`config.mk`:
```
export PLATFORM = sky130hd
export DESIGN_NAME = fifo_wr
export DESIGN_NICKNAME = d
export VERILOG_FILES = /design/src/rtl/fifo_wr_pkg.sv /design/src/rtl/sync_2ff.sv /design/src/rtl/fifo_wr.sv
export SDC_FILE = /design/constraint.sdc
export NUM_CORES = 1
export LEC_CHECK = 0
export CAP_MARGIN = 40
export CORE_MARGIN = 2
export CORE_UTILIZATION = 45
export DETAILED_ROUTE_END_ITERATION = 10
export GPL_TIMING_DRIVEN = 0
export PLACE_DENSITY = 0.73
export SLEW_MARGIN = 20
export SYNTH_ARGS = -nofsm -noshare
export SYNTH_HDL_FRONTEND = slang
export SYNTH_HIERARCHICAL = 1
export SYNTH_SLANG_ARGS = --single-unit
```
`constraint.sdc`:
```
create_clock -name clk -period 1.8 [get_ports clk]
set_input_delay 0.54 -clock clk [delete_from_list [all_inputs] [get_ports clk]]
set_output_delay 0.54 -clock clk [all_outputs]
set_load 0.01 [all_outputs]
```
`src/rtl/fifo_wr_pkg.sv`:
```
`default_nettype none
// ============================================================================
// Module      : fifo_wr_pkg
// Description : Shared constants for the FIFO loopback write controller:
//               FSM state encoding and default settle delay.
// Revision    : 1.0 - initial release
// ============================================================================
package fifo_wr_pkg;

  typedef logic [1:0] state_t;

  localparam state_t IDLE  = 2'd0;
  localparam state_t DELAY = 2'd1;
  localparam state_t WRITE = 2'd2;

  // Settle delay used when the instantiating design does not override it.
  localparam int DLY_CYCLES_DEFAULT = 10;

  // The settle counter only has to reach 255.
  localparam int DLY_CNT_W = 8;

endpackage
`default_nettype wire

```
`src/rtl/sync_2ff.sv`:
```
`default_nettype none
// ============================================================================
// Module      : sync_2ff
// Description : Two-flop synchronizer with synchronous active-high reset.
//               Both stages are exposed so callers can build edge detectors
//               on the first stage against the second.
// Revision    : 1.0 - initial release
// ============================================================================
module sync_2ff #(
  parameter int WIDTH = 1
) (
  input  logic             clk,
  input  logic             rst,
  input  logic [WIDTH-1:0] d_i,
  output logic [WIDTH-1:0] q0_o,
  output logic [WIDTH-1:0] q1_o
);

  logic [WIDTH-1:0] s0_q;
  logic [WIDTH-1:0] s1_q;

  // Shift the input through two register stages.
  always_ff @(posedge clk) begin
    if (rst) begin
      s0_q <= '0;
      s1_q <= '0;
    end else begin
      s0_q <= d_i;
      s1_q <= s0_q;
    end
  end

  assign q0_o = s0_q;
  assign q1_o = s1_q;

endmodule
`default_nettype wire

```
`src/rtl/fifo_wr.sv`:
```
`default_nettype none
// ============================================================================
// Module      : fifo_wr
// Description : FIFO write-side controller. Waits for an almost-empty rising
//               edge, settles for DLY_CYCLES, then writes an incrementing
//               pattern until almost-full. Reports burst length/done.
//               Optional overflow monitor: define FIFO_WR_OVF_CHECK_EN.
// Revision    : 1.0 - initial release
// ============================================================================
module fifo_wr
  import fifo_wr_pkg::*;
#(
  parameter int DATA_W     = 8,
  parameter int DLY_CYCLES = DLY_CYCLES_DEFAULT,
  parameter int CNT_W      = 16
) (
  input  logic              clk,
  input  logic              rst,
  input  logic              almost_empty,
  input  logic              almost_full,
  input  logic              full,
  output logic              fifo_wr_en,
  output logic [DATA_W-1:0] fifo_wr_data,
  output logic              busy,
  output logic              burst_done,
  output logic [CNT_W-1:0]  burst_len,
  output logic              ovf_err
);

  localparam logic [DLY_CNT_W-1:0] DLY_LAST = DLY_CNT_W'(DLY_CYCLES - 1);

  state_t                 state_q, state_d;
  logic [DLY_CNT_W-1:0]   dly_cnt_q, dly_cnt_d;
  logic                   wr_en_q, wr_en_d;
  logic [DATA_W-1:0]      data_q, data_d;
  logic [CNT_W-1:0]       cnt_q, cnt_d;
  logic [CNT_W-1:0]       len_q, len_d;
  logic                   done_q, done_d;

  logic                   ae_d0;
  logic                   ae_d1;
  logic                   ae_rise;
  logic [CNT_W-1:0]       cnt_inc;

  sync_2ff #(.WIDTH(1)) u_ae_sync (
    .clk  (clk),
    .rst  (rst),
    .d_i  (almost_empty),
    .q0_o (ae_d0),
    .q1_o (ae_d1)
  );

  assign ae_rise = ae_d0 & ~ae_d1;

  // Word count including the word accepted at this edge; saturates.
  assign cnt_inc = (wr_en_q && (cnt_q != {CNT_W{1'b1}})) ? cnt_q + 1'b1 : cnt_q;

  // State and datapath registers.
  always_ff @(posedge clk) begin
    if (rst) begin
      state_q   <= IDLE;
      dly_cnt_q <= '0;
      wr_en_q   <= 1'b0;
      data_q    <= '0;
      cnt_q     <= '0;
      len_q     <= '0;
      done_q    <= 1'b0;
    end else begin
      state_q   <= state_d;
      dly_cnt_q <= dly_cnt_d;
      wr_en_q   <= wr_en_d;
      data_q    <= data_d;
      cnt_q     <= cnt_d;
      len_q     <= len_d;
      done_q    <= done_d;
    end
  end

  // Next-state decode; ae_rise is only honoured from IDLE.
  always_comb begin
    state_d = state_q;
    case (state_q)
      IDLE:    if (ae_rise) state_d = DELAY;
      DELAY:   if (dly_cnt_q == DLY_LAST) state_d = WRITE;
      WRITE:   if (almost_full) state_d = IDLE;
      default: state_d = IDLE;
    endcase
  end

  // Next values for the registered outputs and counters.
  always_comb begin
    dly_cnt_d = dly_cnt_q;
    wr_en_d   = 1'b0;
    data_d    = data_q;
    cnt_d     = cnt_inc;
    len_d     = len_q;
    done_d    = 1'b0;
    case (state_q)
      IDLE: begin
        cnt_d = '0;
        if (ae_rise) dly_cnt_d = '0;
      end
      DELAY: begin
        cnt_d     = '0;
        dly_cnt_d = dly_cnt_q + 1'b1;
      end
      WRITE: begin
        if (almost_full) begin
          // The word on the bus this cycle is taken at this edge, so cnt_inc
          // already includes it.
          len_d  = cnt_inc;
          done_d = 1'b1;
        end else begin
          wr_en_d = 1'b1;
          // wr_en_q is low only on the first WRITE cycle of a burst.
          data_d  = wr_en_q ? data_q + 1'b1 : '0;
        end
      end
      default: ;
    endcase
  end

`ifdef FIFO_WR_OVF_CHECK_EN
  logic ovf_q;

  // Sticky overflow: a write was issued while the FIFO reported full.
  always_ff @(posedge clk) begin
    if (rst) begin
      ovf_q <= 1'b0;
    end else if (wr_en_q && full) begin
      ovf_q <= 1'b1;
    end
  end

  assign ovf_err = ovf_q;
`else
  logic unused_full;
  assign unused_full = full;
  assign ovf_err     = 1'b0;
`endif

  assign fifo_wr_en   = wr_en_q;
  assign fifo_wr_data = data_q;
  assign busy         = (state_q != IDLE);
  assign burst_done   = done_q;
  assign burst_len    = len_q;

endmodule
`default_nettype wire

```
==> flow_metrics.py <==
metrics = {
    "status": {
        "status": "finished, final reports clean",
    },
    "detailed_routing": {
        "detailroute.via_count": 2203,
        "route.detailed.drc": 0,
        "drt-initial-drc-count": 106,
        "first_pass_iters": 4,
        "antenna_left": 0,
        "wl_per_cell_um": 14.7,
        "vias_per_cell": 5.65,
        "drt-total-wl_um": 5740,
    },
    "sta": {
        "post-route-period-util": 0.982,
        "period_needed_ns": 1.77,
        "fmax_mhz": 566,
        "rsz0062_at_grt": "true",
        "setup_viol": 0,
        "tns_ns": 0,
        "fin_skew_ns": 0.00537,
        "drv_slew": 0,
        "finalHoldViolations": 0,
        "worst_pin_slew_ns": 0.595,
        "slew_headroom": 0.598,
    },
    "cts": {
        "cts.sinks": 54,
        "cts-buffers-inserted": 5,
        "clock-root-buffer": "clkbuf_8",
        "clkTransAtPathRegs_ns": 0.09,
        "cts_tree": "yes",
        "clock_latency_ns": 0.31,
        "holdBufCountCts": 0,
        "h-tree-depth": 2,
        "cts.path.max_buffers": 2,
    },
    "floorplanning": {
        "die_area_sq_um": 5920,
        "rows": 26,
        "core_sq_um": 5110,
        "boundaryPins": 33,
        "die_height_um": 77.0,
        "die_x_um": 77.0,
        "start_util": 0.469,
    },
    "cells_and_area": {
        "drive_above_1_share": 0.216,
        "diodes": 0,
        "design_area_sq_um": 3090,
        "area_delta_synth_final_pct": 29.0,
        "fin_cells": 390,
        "fin_nets": 330,
    },
    "worst_setup_path": {
        "critPathArrivalTime_ns": 1.23,
        "worstPathMaxFanout": 2,
        "reg2reg_depth": 5,
        "slowest_delay_ns": 0.55,
        "cp_num_cells": 1,
        "worstSetupPathType": "register to output port",
        "end_kind": "output port",
        "crit_family": "buffers and inverters",
        "cp_cell_sequence": "clkdlybuf4s50_1",
        "cp_slowest_cell": "clkdlybuf4s50_1",
        "worst-path-buf-inv": 1,
        "cp-start-kind": "register",
        "cp.required_ns": 1.26,
    },
    "power": {
        "pwr_density_cell_nw_per_um2": 658,
        "ir_drop_mv": 0.567,
        "p_leak_nw": 1.11,
        "power_mw": 2.03,
    },
    "synthesis": {
        "synth_nets": 286,
        "synth_cells": 277,
        "yosys.area.top_type": "dfxtp_1",
        "syn_area_sq_um": 2390,
        "postSynth.asyncResetShare": 0,
        "synth_area_leaders": "dfxtp_1 45%, nor2_1 6.0%, a21oi_1 4.2%",
        "synth_cell_types": 48,
        "synth_top_area_share": 0.451,
        "ys_warn_count": 6,
        "synth.ff_latch_count": 54,
        "synth-edff-count": 0,
        "synth-seq-area-share": 0.451,
        "syn_avg_cell_area_sq_um": 8.65,
        "ys.flop_type": "dfxtp_1",
    },
    "run": {
        "drv_cap": 0,
    },
    "placed_design": {
        "placed_cells": 377,
        "post_dp_cell_area_sq_um": 2780,
        "place_hpwl_um": 3810,
        "io_buffer_count": 30,
        "gp_congestion": 0.882,
    },
    "global_routing": {
        "grt_overflow": 0,
        "grt_util_all_layers": 0.205,
        "antenna_found_initial": 0,
        "grt_pass1_wl_um": 9880,
        "grt_max_degree": 15,
        "grt_pass1_vias": 2111,
    },
    "hold_path": {
        "hp-class": "register to register",
        "holdPathStages": 2,
    },
}
cells in the final DEF, fill, tap and decap left out, types with 4 or more instances in the layout:
cell type | Yosys | layout
nor2_1 | 38 | 37
dfxtp_1 | 54 | 31
clkdlybuf4s50_1 | 0 | 22
a21oi_1 | 20 | 20
dfxtp_2 | 0 | 15
nand2_1 | 15 | 14
o21ai_0 | 12 | 12
buf_4 | 1 | 12
nor3_1 | 12 | 11
nand4_1 | 8 | 8
dfxtp_4 | 0 | 8
nand3_1 | 9 | 7
inv_1 | 6 | 6
o31ai_1 | 6 | 6
clkbuf_8 | 0 | 6
nand3b_1 | 5 | 5
a311oi_1 | 7 | 5
clkbuf_1 | 12 | 4
nor2b_1 | 4 | 4
xnor2_1 | 4 | 4
a211oi_1 | 4 | 4
or3_1 | 5 | 4
nor4_1 | 5 | 4
dlygate4sd2_1 | 0 | 4
dlymetal6s2s_1 | 0 | 4
what timing repair did:
action	CTS	global route
endpoints found under the setup margin	46	33
resized for setup	39	32
buffers inserted	8	2
pin swaps	5	3
state kept, by name, indices dropped and copies added, names as in the netlist:
signal,flops
fifo_wr_data,8
u_ae_sync/q0_o,1
fifo_wr_en,1
state_q,2
burst_len,16
cnt_q,16
burst_done,1
dly_cnt_q,8
u_ae_sync/q1_o,1
layout make-up:
class	count	area (sq um)
fill	476	2020
inverter	6	22.5
multi-input combinational	202	1320
buffer	12	71.3
timing repair buffer	40	380
clock buffer	6	82.6
sequential	54	1130
tap	70	87.6
Yosys cell counts (5+ instances only):
| master | count |
|---|---|
| nand4_1 | 8 |
| nand3b_1 | 5 |
| a311oi_1 | 7 |
| o31ai_1 | 6 |
| clkbuf_1 | 12 |
| nand3_1 | 9 |
| or4_1 | 5 |
| o21ai_0 | 12 |
| nor3_1 | 12 |
| inv_1 | 6 |
| a21oi_1 | 20 |
| nand2_1 | 15 |
| or3_1 | 5 |
| nor2_1 | 38 |
| dfxtp_1 | 54 |
| nor4_1 | 5 |
through the flow:
| step | worst slack (ns) | hold slack (ns) | utilization |
|---|---|---|---|
| after floorplan | 0.0470 | 0.444 | - |
| final | 0.0318 | 0.461 | 0.605 |
| after global placement | -0.571 | 0.444 | 0.545 |
| after global routing | -0.0134 | 0.490 | 0.605 |
| after detailed placement | -0.580 | 0.450 | 0.545 |
| after CTS | 0.00403 | 0.462 | 0.585 |
logic make-up (layout without fill, tap and decap cells):
| kind of cell | after synthesis | after routing | share of synthesized area |
|---|---|---|---|
| AO/OA/AOI/OAI | 64 | 64 | 0.174 |
| XOR/XNOR | 7 | 7 | 0.0256 |
| adder cells (fa/ha/maj) | 4 | 4 | 0.0209 |
| buffers and inverters | 21 | 64 | 0.0355 |
| flip-flops | 54 | 54 | 0.451 |
| multiplexers | 3 | 3 | 0.0131 |
| other | 1 | 1 | 0.00157 |
| AND/OR/NAND/NOR | 123 | 123 | 0.278 |
where the power goes:
part	internal [mW]	switching, mW	total, mW
logic	0.0604	0.0775	0.138
registers	1.20	0.0181	1.22
clock network	0.298	0.376	0.673
worst paths after layout:
path,from,endpoint,slack [ns]
worst min-delay path,burst_len[5]$_SDFFE_PP0P_,burst_len[5]$_SDFFE_PP0P_,0.46
worst max-delay path,burst_len[2]$_SDFFE_PP0P_,burst_len[2],0.03
worst min register to register,burst_len[5]$_SDFFE_PP0P_,burst_len[5]$_SDFFE_PP0P_,0.46
worst max register to register,cnt_q[6]$_SDFF_PP0_,burst_len[9]$_SDFFE_PP0P_,0.05
per-layer routing:
| layer | wire length, um | track usage |
|---|---|---|
| met1 | 2590 | 0.261 |
| met2 | 2810 | 0.354 |
| met3 | 283 | 0.0365 |
| met4 | 64 | 0.0636 |
| met5 | 0 | 0 |
Power figures use the tool's default switching activity.
